### config.mk
export PLATFORM = sky130hd
export DESIGN_NAME = awmc_panel
export DESIGN_NICKNAME = d
export VERILOG_FILES = /design/src/rtl/awmc_pkg.sv /design/src/rtl/awmc_debounce.sv /design/src/rtl/awmc_panel.sv
export SDC_FILE = /design/constraint.sdc
export NUM_CORES = 1
export LEC_CHECK = 0
export ABC_CLOCK_PERIOD_IN_PS = 2400
export CORE_ASPECT_RATIO = 1.2
export CORE_UTILIZATION = 32
export DETAILED_ROUTE_END_ITERATION = 16
export PLACE_DENSITY = 0.57
export SYNTH_ARGS = -nofsm -noshare
export SYNTH_HDL_FRONTEND = slang
export SYNTH_HIERARCHICAL = 1
export SYNTH_SLANG_ARGS = --single-unit
export TNS_END_PERCENT = 50
### constraint.sdc
create_clock -name clk -period 2.4 [get_ports clk]
set_input_delay 0.48 -clock clk [delete_from_list [all_inputs] [get_ports clk]]
set_output_delay 0.48 -clock clk [all_outputs]
set_load 0.02 [all_outputs]
### src/rtl/awmc_pkg.sv
`default_nettype none
// ============================================================================
// Package  : awmc_pkg
// Purpose  : Shared encodings for the washing-machine front-panel sequencer.
//            - 3-bit controller stage codes (the idle code is what the
//              controller reports while stopped or paused)
//            - 2-bit panel FSM state encoding
//            - default debounce length
// Revision : 1.0 - initial release
// ============================================================================
package awmc_pkg;

    localparam logic [2:0] c_stage_fill  = 3'd0;
    localparam logic [2:0] c_stage_wash  = 3'd1;
    localparam logic [2:0] c_stage_rinse = 3'd2;
    localparam logic [2:0] c_stage_spin  = 3'd3;
    localparam logic [2:0] c_stage_stop  = 3'd4;
    localparam logic [2:0] c_stage_idle  = 3'd7;

    localparam int c_deb_cycles_default = 16;

    typedef enum logic [1:0] {
        P_IDLE  = 2'd0,
        P_RUN   = 2'd1,
        P_PAUSE = 2'd2,
        P_DONE  = 2'd3
    } panel_state_e;

endpackage : awmc_pkg
`default_nettype wire

### src/rtl/awmc_debounce.sv
`default_nettype none
// ============================================================================
// Module   : awmc_debounce
// Purpose  : Single-input debouncer. The debounced output only follows the
//            raw input after it has differed for DEB_CYCLES consecutive
//            clock edges; shorter glitches are absorbed.
// Ports    : clk   - system clock, rising edge
//            reset - asynchronous active-high reset (db and counter cleared)
//            raw   - undebounced input
//            db    - debounced output (registered)
// Revision : 1.0 - initial release
// ============================================================================
module awmc_debounce
    import awmc_pkg::*;
#(
    parameter int DEB_CYCLES = c_deb_cycles_default
) (
    input  logic clk,
    input  logic reset,
    input  logic raw,
    output logic db
);

    localparam logic [15:0] c_cnt_max = 16'(DEB_CYCLES - 1);

    logic [15:0] cnt_q, cnt_d;
    logic        db_q,  db_d;

    always_comb begin
        cnt_d = '0;
        db_d  = db_q;
        if (raw != db_q) begin
            // The edge that sees the counter at its limit is the
            // DEB_CYCLES-th consecutive differing sample.
            if (cnt_q == c_cnt_max) begin
                db_d = raw;
            end else begin
                cnt_d = cnt_q + 16'd1;
            end
        end
    end

    always_ff @(posedge clk or posedge reset) begin
        if (reset) begin
            cnt_q <= '0;
            db_q  <= 1'b0;
        end else begin
            cnt_q <= cnt_d;
            db_q  <= db_d;
        end
    end

    assign db = db_q;

endmodule : awmc_debounce
`default_nettype wire

### src/rtl/awmc_panel.sv
`default_nettype none
// ============================================================================
// Module   : awmc_panel
// Purpose  : Front-panel sequencer for the washing-machine controller.
//            Debounces start/pause buttons and the lid switch, issues a
//            one-cycle start pulse and a level pause, and tracks controller
//            stage/done for LEDs, a per-stage elapsed counter and a buzzer.
// Ports    : clk, reset (async active-high)
//            btn_start_raw, btn_pause_raw, lid_raw - raw panel inputs
//            stage[2:0], done                      - controller status
//            start, pause, lid                     - controller commands
//            disp_stage[2:0], elapsed[7:0]         - stage display
//            run_led, pause_led, done_led, buzzer  - indicators
// Options  : AWMC_PANEL_BUZZER_EN - when defined, buzzer toggles every
//            BEEP_DIV cycles while done; otherwise buzzer is tied to 0.
// Revision : 1.0 - initial release
// ============================================================================
module awmc_panel
    import awmc_pkg::*;
#(
    parameter int DEB_CYCLES = c_deb_cycles_default,
    parameter int DONE_HOLD  = 200,
    parameter int BEEP_DIV   = 8
) (
    input  logic       clk,
    input  logic       reset,
    input  logic       btn_start_raw,
    input  logic       btn_pause_raw,
    input  logic       lid_raw,
    input  logic [2:0] stage,
    input  logic       done,
    output logic       start,
    output logic       pause,
    output logic       lid,
    output logic [2:0] disp_stage,
    output logic [7:0] elapsed,
    output logic       run_led,
    output logic       pause_led,
    output logic       done_led,
    output logic       buzzer
);

    localparam logic [15:0] c_done_hold = 16'(DONE_HOLD);

    logic w_start_db, w_pause_db, w_lid_db;

    awmc_debounce #(.DEB_CYCLES(DEB_CYCLES)) u_db_start (
        .clk(clk), .reset(reset), .raw(btn_start_raw), .db(w_start_db));
    awmc_debounce #(.DEB_CYCLES(DEB_CYCLES)) u_db_pause (
        .clk(clk), .reset(reset), .raw(btn_pause_raw), .db(w_pause_db));
    awmc_debounce #(.DEB_CYCLES(DEB_CYCLES)) u_db_lid (
        .clk(clk), .reset(reset), .raw(lid_raw), .db(w_lid_db));

    panel_state_e state_q, state_d;
    logic         start_prev_q, pause_prev_q;
    logic         start_ev_q,   start_ev_d;
    logic         pause_ev_q,   pause_ev_d;
    logic         start_q,      start_d;
    logic [15:0]  hold_q,       hold_d;
    logic [2:0]   disp_stage_q, disp_stage_d;
    logic [7:0]   elapsed_q,    elapsed_d;

    // Rising-edge events are registered so they line up one cycle after
    // the debounced rise.
    always_comb begin
        start_ev_d = w_start_db & ~start_prev_q;
        pause_ev_d = w_pause_db & ~pause_prev_q;
    end

    always_comb begin
        state_d = state_q;
        start_d = 1'b0;
        hold_d  = hold_q;
        unique case (state_q)
            P_IDLE: begin
                if (start_ev_q) begin
                    start_d = 1'b1;
                    state_d = P_RUN;
                end
            end
            P_RUN: begin
                // done outranks a coincident pause press
                if (done) begin
                    state_d = P_DONE;
                    hold_d  = c_done_hold;
                end else if (pause_ev_q) begin
                    state_d = P_PAUSE;
                end
            end
            P_PAUSE: begin
                // Controller resumes on its own when pause drops, so no
                // start pulse is issued here.
                if (pause_ev_q) begin
                    state_d = P_RUN;
                end
            end
            P_DONE: begin
                if (start_ev_q) begin
                    start_d = 1'b1;
                    state_d = P_RUN;
                    hold_d  = '0;
                end else if (hold_q <= 16'd1) begin
                    state_d = P_IDLE;
                    hold_d  = '0;
                end else begin
                    hold_d = hold_q - 16'd1;
                end
            end
            default: state_d = P_IDLE;
        endcase
    end

    // Stage display: an idle report (pause or stop) freezes the display
    // and elapsed count; returning to the same stage resumes counting.
    always_comb begin
        disp_stage_d = disp_stage_q;
        elapsed_d    = elapsed_q;
        if (stage != c_stage_idle) begin
            disp_stage_d = stage;
            if (stage != disp_stage_q) begin
                elapsed_d = '0;
            end else if (elapsed_q != 8'hFF) begin
                elapsed_d = elapsed_q + 8'd1;
            end
        end
    end

    always_ff @(posedge clk or posedge reset) begin
        if (reset) begin
            state_q      <= P_IDLE;
            start_prev_q <= 1'b0;
            pause_prev_q <= 1'b0;
            start_ev_q   <= 1'b0;
            pause_ev_q   <= 1'b0;
            start_q      <= 1'b0;
            hold_q       <= '0;
            disp_stage_q <= c_stage_idle;
            elapsed_q    <= '0;
        end else begin
            state_q      <= state_d;
            start_prev_q <= w_start_db;
            pause_prev_q <= w_pause_db;
            start_ev_q   <= start_ev_d;
            pause_ev_q   <= pause_ev_d;
            start_q      <= start_d;
            hold_q       <= hold_d;
            disp_stage_q <= disp_stage_d;
            elapsed_q    <= elapsed_d;
        end
    end

`ifdef AWMC_PANEL_BUZZER_EN
    localparam logic [7:0] c_beep_max = 8'(BEEP_DIV - 1);

    logic [7:0] beep_cnt_q, beep_cnt_d;
    logic       buzzer_q,   buzzer_d;

    always_comb begin
        beep_cnt_d = '0;
        buzzer_d   = 1'b0;
        if (state_d == P_DONE) begin
            if (state_q != P_DONE) begin
                buzzer_d = 1'b1;
            end else if (beep_cnt_q == c_beep_max) begin
                buzzer_d = ~buzzer_q;
            end else begin
                buzzer_d   = buzzer_q;
                beep_cnt_d = beep_cnt_q + 8'd1;
            end
        end
    end

    always_ff @(posedge clk or posedge reset) begin
        if (reset) begin
            beep_cnt_q <= '0;
            buzzer_q   <= 1'b0;
        end else begin
            beep_cnt_q <= beep_cnt_d;
            buzzer_q   <= buzzer_d;
        end
    end

    assign buzzer = buzzer_q;
`else
    // Tone divider absent in this build; BEEP_DIV is still referenced so the
    // parameter list is identical either way. Folds to a constant 0.
    localparam bit c_beep_div_used = (BEEP_DIV >= 1);
    assign buzzer = 1'b0 & c_beep_div_used;
`endif

    assign start      = start_q;
    assign pause      = (state_q == P_PAUSE);
    assign lid        = w_lid_db;
    assign disp_stage = disp_stage_q;
    assign elapsed    = elapsed_q;
    assign run_led    = (state_q == P_RUN);
    assign pause_led  = (state_q == P_PAUSE);
    assign done_led   = (state_q == P_DONE);

endmodule : awmc_panel
`default_nettype wire

==> flow_summary.yaml, run 1 <==
power_and_ir_drop:
  vdd_drop_max_v: 0.0004154
  leakage_nw: 2.145
  power.density_nw_per_um2: 782.5
  total_power_w: 0.004089
sta:
  slew_headroom_pct: 55.47
  max_freq_ghz: 0.4483
  layout_min_cycle_time_ns: 2.230
  maxSlewViolCount: 0
  finalWorstSetupSlack_ns: 0.1695
  clock_skew_ns: 0.007986
  setup-violations-final: 0
  setup_tns_ns: 0
  rsz0062_at_grt: "no"
  hold_viol: 0
  worstMarginPinSlew_ns: 0.6672
  fin_crit_sh_pct: 92.94
finish:
  drive_gt1_share_pct: 10.88
  seqCellArea_um2: 2131
  fillers: 1307
  antenna_cells: 0
  finalNetCount: 501
  design_area_um2: 5225
  fin_util_pct: 39.13
  synthToLayoutAreaGrowth_pct: 18.50
  multi_input_area_um2: 2170
job:
  drv_cap: 0
critical_path:
  critPathMaxFanout: 8
  r2r-end: "hold_q[5]$_DFFE_PP0P_"
  path_class: "flip-flop to output port"
  end_kind: "output port"
  rr_startpoint: "hold_q[0]$_DFFE_PP0P_"
  cp_data_required_time_ns: 1.92
  cp-start-kind: "flip-flop"
  reg2reg_depth: 7
  reg2reg_slack_ns: 0.24
  cp.arrival_ns: 1.75
detailed_routing:
  drc_errors: 0
  wl_um: 8782
  via_per_inst: 5.119
  drt_iter0_markers: 181
  dr_total_vias: 3353
  dr.pass1.iters: 6
  avgRoutedWirePerCell_um: 13.41
  postRouteAntennaNets: 0
clocking:
  holdBufCountCts: 0
  clk_path_buf_depth: 2
  path_clk_slew_ns: 0.06
  cts_buffers: 9
  cts_resized: 0
  h-tree-depth: 3
  cts_tree: "built"
  clock-sinks: 85
  clk_latency_ns: 0.34
  cts-root-buf: "clkbuf_16"
  post-cts-setup-buffer-count: 0
yosys:
  yosysUniqueCellTypes: 59
  synthFlopType: "dfrtp_1"
  syn_nets: 464
  synth.avg_cell_area_um2: 9.908
  ys_seq_elements: 85
  synthArstFlopShare_pct: 100.0
  ys_seq_area_share_pct: 48.33
  synth_edf_count: 0
  yosys_warnings: 6
  syn_inst: 445
  synth.cell_area_um2: 4409
global_routing:
  grt_pass1_vias: 3268
  grt_max_degree: 35
  antenna_found_initial: 0
  grt_usage_pct: 13.59
  grt_pass1_wl_um: 15100
  overflow: 0
min_path:
  hp-start: "start_prev_q$_DFF_PP0_"
  worstHoldPathType: "flip-flop to flip-flop"
  hold_depth: 1
  hold_end: "start_ev_q$_DFF_PP0_"
placed_design:
  place_congestion: 0.8033
  dp_hpwl_um: 6293
  post-place-ws_ns: 0.2276
  place.port_buffers: 25
  place_area_um2: 4900
floorplan:
  die_x_um: 109.2
  coreArea_um2: 13350
  initial_core_util_pct: 33.02
  fp.dieArea_um2: 14250
  num_rows: 46
  die_y_um: 130.6
  top_level_ports: 27
outcome:
  status: "finished, final reports clean"
## cells in the final DEF, fill, tap and decap left out, types with 2 or more instances in the layout
cell and count:
nand4_1 13, xor2_1 16, or4_1 5, a21oi_1 11
buf_4 9, mux2i_1 2, nor2_1 60, bufinv_16 2
ha_1 10, o311ai_0 2, a22o_1 2, nor2b_1 4
xnor2_1 33, or2_0 3, clkinv_2 2, o21ai_0 7
clkdlybuf4s50_1 25, o21a_1 3, nand2_1 33, dfstp_2 3
inv_1 19, nand4_2 6, o311a_2 2, o211ai_1 3
nand3_1 25, nor3_1 18, dfrtp_1 82, o31ai_1 6
nand2b_1 4, nor4_1 18, mux2_2 3, clkbuf_16 9
o22ai_1 3, and3_1 11, a21o_2 3
## per-layer routing
metal | vias up | track usage [%] | part of all wire (%)
met5 | - | 0 | 0
met4 | 0 | 6.916 | 2.2
met3 | 15 | 2.927 | 3.4
met2 | 59 | 23.31 | 49
met1 | 1618 | 15.93 | 45
li1 | 1661 | - | -
## area by class of cell
type	count	share of cell area (%)
inverters	19	1.365
repair buffers	34	6.082
well taps	168	4.023
clock inverters	6	1.652
multi-input cells	333	41.52
clock buffers	10	4.574
flip-flops and latches	85	40.78
## power by group
part,internal (W),total [W],switching (W)
sequential,0.00153,0.00164,0.000110
combinational,0.000405,0.000944,0.000539
clock,0.000937,0.00150,0.000564
## state kept, by name (all words and copies together) (netlist names)
| register | cells |
|---|---|
| hold_q | 16 |
| u_db_lid/cnt_q | 16 |
| u_db_pause/cnt_q | 16 |
| u_db_start/cnt_q | 16 |
| elapsed | 8 |
| disp_stage | 3 |
| state_q | 2 |
| pause_ev_q | 1 |
| pause_prev_q | 1 |
| start | 1 |
| start_ev_q | 1 |
| start_prev_q | 1 |
| u_db_lid/db | 1 |
| u_db_pause/db | 1 |
| u_db_start/db | 1 |
## synth_stat cells, drive strengths merged, types with 2 or more instances
cell	n	area share, %
o311a	2	0.51
nor4	19	3.0
xnor2	33	6.6
inv	19	1.6
or3	2	0.40
nand2	33	2.8
o22ai	3	0.43
o21ai	7	0.79
nor2b	4	0.57
a21o	3	0.60
nor3b	2	0.45
nand3	25	2.8
nand2b	4	0.57
nand4	19	3.5
mux2	4	1.1
nor3	19	2.3
and3	11	1.6
o31ai	6	1.0
o311ai	2	0.40
or2	3	0.43
o21a	3	0.51
or4	5	0.85
nor2	60	5.1
dfstp	3	1.8
a22o	2	0.40
and2	2	0.31
xor2	16	3.2
o211ai	3	0.51
dfrtp	82	47
a21oi	12	1.6
a221o	2	0.48
buf	2	0.34
clkbuf	6	0.51
ha	10	2.8
mux2i	2	0.45
## per-stage QoR
stage | std cells | hold WS [ns]
global route | 655 | 0.4035
finish | 655 | 0.3906
CTS | 655 | 0.3928
detailed placement | 639 | 0.3841
global placement | 639 | 0.3842
floorplan | 445 | 0.3777
## worst max-delay path, cell delays in order, from the launching register on
cell and delay (ns):
dfrtp_1 0.40, ha_1 0.35, clkdlybuf4s50_1 0.66
## worst max-delay path by stage
stage                                        end                   start  slack, ns
after floorplan            hold_q[5]$_DFFE_PP0P_   hold_q[0]$_DFFE_PP0P_       0.41
after global placement    elapsed[5]$_DFFE_PP0P_                stage[0]       0.24
after detailed placement   hold_q[5]$_DFFE_PP0P_                    done       0.23
after CTS                               done_led  state_q[0]$_DFFE_PP0P_       0.15
after global routing                    done_led  state_q[0]$_DFFE_PP0P_       0.09
final                                   done_led  state_q[0]$_DFFE_PP0P_       0.17
## logic make-up after synthesis
kind of cell	synth area share (%)
xor gates and xnor gates	9.733
DFF	48.33
buffers and inverters	2.469
adders and majority gates	2.838
AOI/OAI and AO/OA	9.450
and+or+nand+nor	25.54
muxes	1.561
other	0.08505
No activity file was read; power rests on OpenSTA's default activity.
==> inputs of run 2 (changes only) <==
ABC_CLOCK_PERIOD_IN_PS = 2700   (was 2400)
SKIP_CTS_REPAIR_TIMING = 1   (was default)
clock period = 2.7 ns   (was 2.4 ns; I/O delays follow)
==> run 2 against run 1 <==
Via count rose by 0.12%. Cell count fell by 1.1%. Die area did not move. Register-to-register slack improved by 0.30 ns. Critical path depth did not move. Worst setup slack improved by 0.25 ns. Wire length rose by 0.81%. Combinational power fell by 12%. Critical path type unchanged. Critical endpoint unchanged. Highest routed layer unchanged.
==> flow_summary.yaml, run 2 (synthesis gave the netlist of run 1 again) <==
global_routing:
  grt_pass1_vias: 3282
  grt_usage_pct: 13.46
  grt_max_degree: 35
  antenna_found_initial: 0
  overflow: 0
  grt_pass1_wl_um: 15080
sta:
  max_freq_ghz: 0.4391
  slew_headroom_pct: 56.49
  setup-violations-final: 0
  setup_tns_ns: 0
  hold_viol: 0
  layout_min_cycle_time_ns: 2.277
  finalWorstSetupSlack_ns: 0.4226
  worstMarginPinSlew_ns: 0.6520
  clock_skew_ns: 0.007138
  rsz0062_at_grt: "no"
  fin_crit_sh_pct: 84.35
  hold_ws_ns: 0.3982
  maxSlewViolCount: 0
detailed_routing:
  dr_total_vias: 3357
  dr.pass1.iters: 4
  postRouteAntennaNets: 0
  avgRoutedWirePerCell_um: 13.66
  drt_iter0_markers: 213
  via_per_inst: 5.181
  drc_errors: 0
  wl_um: 8853
power_and_ir_drop:
  power.density_nw_per_um2: 685.1
  vdd_drop_max_v: 0.0004546
  leakage_nw: 2.103
floorplan:
  die_x_um: 109.2
  initial_core_util_pct: 33.02
  fp.dieArea_um2: 14250
  coreArea_um2: 13350
  num_rows: 46
  top_level_ports: 27
  die_y_um: 130.6
finish:
  finalNonFillerCells: 648
  seqCellArea_um2: 2131
  synthToLayoutAreaGrowth_pct: 16.91
  fillers: 1338
  finalNetCount: 495
  drive_gt1_share_pct: 9.583
  final_cell_mix: "dfrtp_1 (82), nor2_1 (60), nand2_1 (33), xnor2_1 (33)"
  layout_commonest_cell: "dfrtp_1"
  multi_input_area_um2: 2170
  antenna_cells: 0
min_path:
  worstHoldPathType: "flip-flop to flip-flop"
outcome:
  status: "finished, final reports clean"
clocking:
  cts-root-buf: "clkbuf_16"
  path_clk_slew_ns: 0.06
  cts_tree: "built"
  clk_latency_ns: 0.34
  cts_buffers: 9
  clk_path_buf_depth: 2
  h-tree-depth: 3
  clock-sinks: 85
critical_path:
  cp_data_required_time_ns: 2.16
  reg2reg_slack_ns: 0.54
  cp-start-kind: "flip-flop"
  cp.arrival_ns: 1.74
  path_class: "flip-flop to output port"
  end_kind: "output port"
  critPathMaxFanout: 8
placed_design:
  dp_hpwl_um: 6301
  place_congestion: 0.8115
  place.port_buffers: 25
  dp.cells: 633
  post-place-ws_ns: 0.4277
job:
  drv_cap: 0
run 2: final cells by class:
class                   instances  area share, %
clock buffers                  11          4.903
clock inverters                 4         0.9223
inverters                      19          1.383
multi-input cells             333          42.09
flip-flops and latches         85          41.33
well taps                     168          4.078
repair buffers                 28          5.291
run 2: worst paths after layout:
kind	start	to	depth (start not counted)
setup / recovery	state_q[0]$_DFFE_PP0P_	done_led	2
hold / removal	pause_prev_q$_DFF_PP0_	pause_ev_q$_DFF_PP0_	1
setup reg to reg	hold_q[0]$_DFFE_PP0P_	hold_q[12]$_DFFE_PP0P_	6
hold reg to reg	pause_prev_q$_DFF_PP0_	pause_ev_q$_DFF_PP0_	1
max in group asynchronous	reset	u_db_lid/db$_DFFE_PP0P_	2
min in group asynchronous	reset	u_db_start/cnt_q[7]$_DFF_PP0_	2
run 2: where the power goes:
part           switching, W  internal [W]
registers         0.0000973       0.00136
clock network      0.000485      0.000758
logic              0.000482      0.000345
run 2: worst max-delay path, cell delays in order, from the launching register on:
cell and delay (ns):
dfrtp_1 0.40, ha_1 0.35, clkdlybuf4s50_1 0.66
run 2: metal layers:
metal	up-vias	track usage (%)	routed length [um]
li1	1645	-	-
met1	1633	16.16	4073
met2	59	22.75	4269
met3	20	2.431	279
met4	0	7.313	231
met5	-	0	0
run 2: stage by stage:
step / util, % / total power, W / instance area [um^2]
after floorplan: - / 0.002063 / 4409
after global routing: 38.61 / 0.003700 / 5155
after CTS: 38.61 / 0.003573 / 5155
final: 38.61 / 0.003532 / 5155
after detailed placement: 36.36 / 0.002307 / 4855
after global placement: 36.36 / 0.002295 / 4855
==> inputs of run 3 (changes only) <==
ABC_CLOCK_PERIOD_IN_PS = 2300   (was 2700)
clock period = 2.3 ns   (was 2.7 ns; I/O delays follow)
==> run 3 against run 2 <==
Cell count increased by 1.2%. First-iteration DRC count increased by 26%. Via count increased by 1.1%. Die area unchanged. Sequential share of layout area decreased by 0.16 points. Power increased by 14%. Sequential power increased by 18%. Sequential cell count unchanged. Combinational power increased by 20%. Register-to-register slack got worse by 0.40 ns. Worst setup slack got worse by 0.32 ns. Clock power increased by 6%. Highest routed layer unchanged.
==> flow_summary.yaml, run 3 (synthesis gave the netlist of run 1 again) <==
detailed_routing:
  drt_iter0_markers: 268
  wl_um: 8711
  avgRoutedWirePerCell_um: 13.28
  dr_total_vias: 3395
  dr.pass1.iters: 4
  drc_errors: 0
  postRouteAntennaNets: 0
  via_per_inst: 5.175
global_routing:
  grt_usage_pct: 13.56
  antenna_found_initial: 0
  grt_pass1_wl_um: 15280
  overflow: 0
  grt_pass1_vias: 3301
  grt_max_degree: 35
outcome:
  status: "finished, final reports clean"
finish:
  finalNetCount: 503
  final_cell_mix: "dfrtp_1 (82), nor2_1 (60), nand2_1 (33), xnor2_1 (33)"
  synthToLayoutAreaGrowth_pct: 17.37
  antenna_cells: 0
  layout_commonest_cell: "dfrtp_1"
  design_area_um2: 5175
  drive_gt1_share_pct: 10.45
clocking:
  clk_latency_ns: 0.34
  path_clk_slew_ns: 0.06
  cts-root-buf: "clkbuf_16"
  h-tree-depth: 3
  clk_path_buf_depth: 2
  cts_tree: "built"
  clock-sinks: 85
  cts_buffers: 9
power_and_ir_drop:
  power.density_nw_per_um2: 777.9
  p_comb_share_pct: 24.7
  leakage_nw: 2.126
  p_sw_w: 0.001244
  p_clk_share_pct: 32.6
  seqPwrFrac_pct: 42.7
  vdd_drop_max_v: 0.0005609
  p_int_w: 0.002782
  sw_frac_of_total_pct: 30.89
sta:
  hold_viol: 0
  maxSlewViolCount: 0
  rsz0062_at_grt: "no"
  slew_headroom_pct: 56.97
  worstMarginPinSlew_ns: 0.6448
  clock_skew_ns: 0.006900
  max_freq_ghz: 0.4549
  layout_min_cycle_time_ns: 2.198
  setup-violations-final: 0
  fin_crit_sh_pct: 95.57
  setup_tns_ns: 0
  finalWorstSetupSlack_ns: 0.1018
critical_path:
  critPathMaxFanout: 8
  end_kind: "output port"
  cp_data_required_time_ns: 1.84
  path_class: "flip-flop to output port"
  cp.arrival_ns: 1.74
  cp-start-kind: "flip-flop"
  reg2reg_slack_ns: 0.14
placed_design:
  post-place-ws_ns: 0.1385
  dp_hpwl_um: 6188
  place_area_um2: 4915
  place.port_buffers: 25
  place_congestion: 0.8352
job:
  drv_cap: 0
floorplan:
  fp.dieArea_um2: 14250
  die_y_um: 130.6
  die_x_um: 109.2
  top_level_ports: 27
  initial_core_util_pct: 33.02
  num_rows: 46
  coreArea_um2: 13350
min_path:
  worstHoldPathType: "flip-flop to flip-flop"
## run 3: cell types whose count changed in the layout (fill, tap and decap cells not counted)
cell / delta
clkinvlp_4: -1
clkbuf_8: -1
bufinv_16: -1
clkbuf_1: +3
buf_4: +8
## run 3: power by group through the flow
| stage | logic, W | registers [W] | clock network, W |
|---|---|---|---|
| after floorplan | 0.000694 | 0.00173 | 0 |
| after global placement | 0.000988 | 0.00174 | 0 |
| after detailed placement | 0.000996 | 0.00174 | 0 |
| after CTS | 0.00100 | 0.00172 | 0.00135 |
| after global routing | 0.00110 | 0.00173 | 0.00141 |
| final | 0.000996 | 0.00172 | 0.00131 |
## run 3: metal layers
metal  routed length, um  GRT usage [%]  share of wire, %  vias up
li1                    -              -                 -     1667
met1                4028          17.08                46     1637
met2                4158          21.79                48       70
met3                 263          2.381               3.0       21
met4                 260          7.870               3.0        0
met5                   0              0                 0        -
## run 3: through the flow
step	hold slack [ns]	power (W)	utilization, %	cells
2_1_floorplan	0.3777	0.002422	-	445
3_3_place_gp	0.3834	0.002723	36.81	641
3_5_place_dp	0.3835	0.002739	36.81	641
4_1_cts	0.3907	0.004070	38.76	656
5_1_grt	0.3943	0.004247	38.76	656
6_report	0.3876	0.004025	38.76	656
## run 3: worst max-delay path, stage by stage, from the launching register on
cell and delay (ns):
dfrtp_1 0.41, ha_1 0.33, clkdlybuf4s50_1 0.66
## run 3: final timing paths
kind	depth (start not counted)	startpoint	to
worst max-delay path	2	state_q[0]$_DFFE_PP0P_	done_led
worst min-delay path	1	start_prev_q$_DFF_PP0_	start_ev_q$_DFF_PP0_
worst max register to register	7	hold_q[0]$_DFFE_PP0P_	hold_q[5]$_DFFE_PP0P_
worst min register to register	1	start_prev_q$_DFF_PP0_	start_ev_q$_DFF_PP0_
max in group asynchronous	2	reset	u_db_start/cnt_q[10]$_DFF_PP0_
min in group asynchronous	2	reset	u_db_pause/db$_DFFE_PP0P_
## run 3: final cells by class
type	count	area, um^2
clock inverters	2	10.01
fillers	1358	8178
well taps	168	210.2
flip-flops and latches	85	2131
inverters	19	71.32
clock buffers	13	250.2
multi-input cells	333	2170
repair buffers	36	332.8
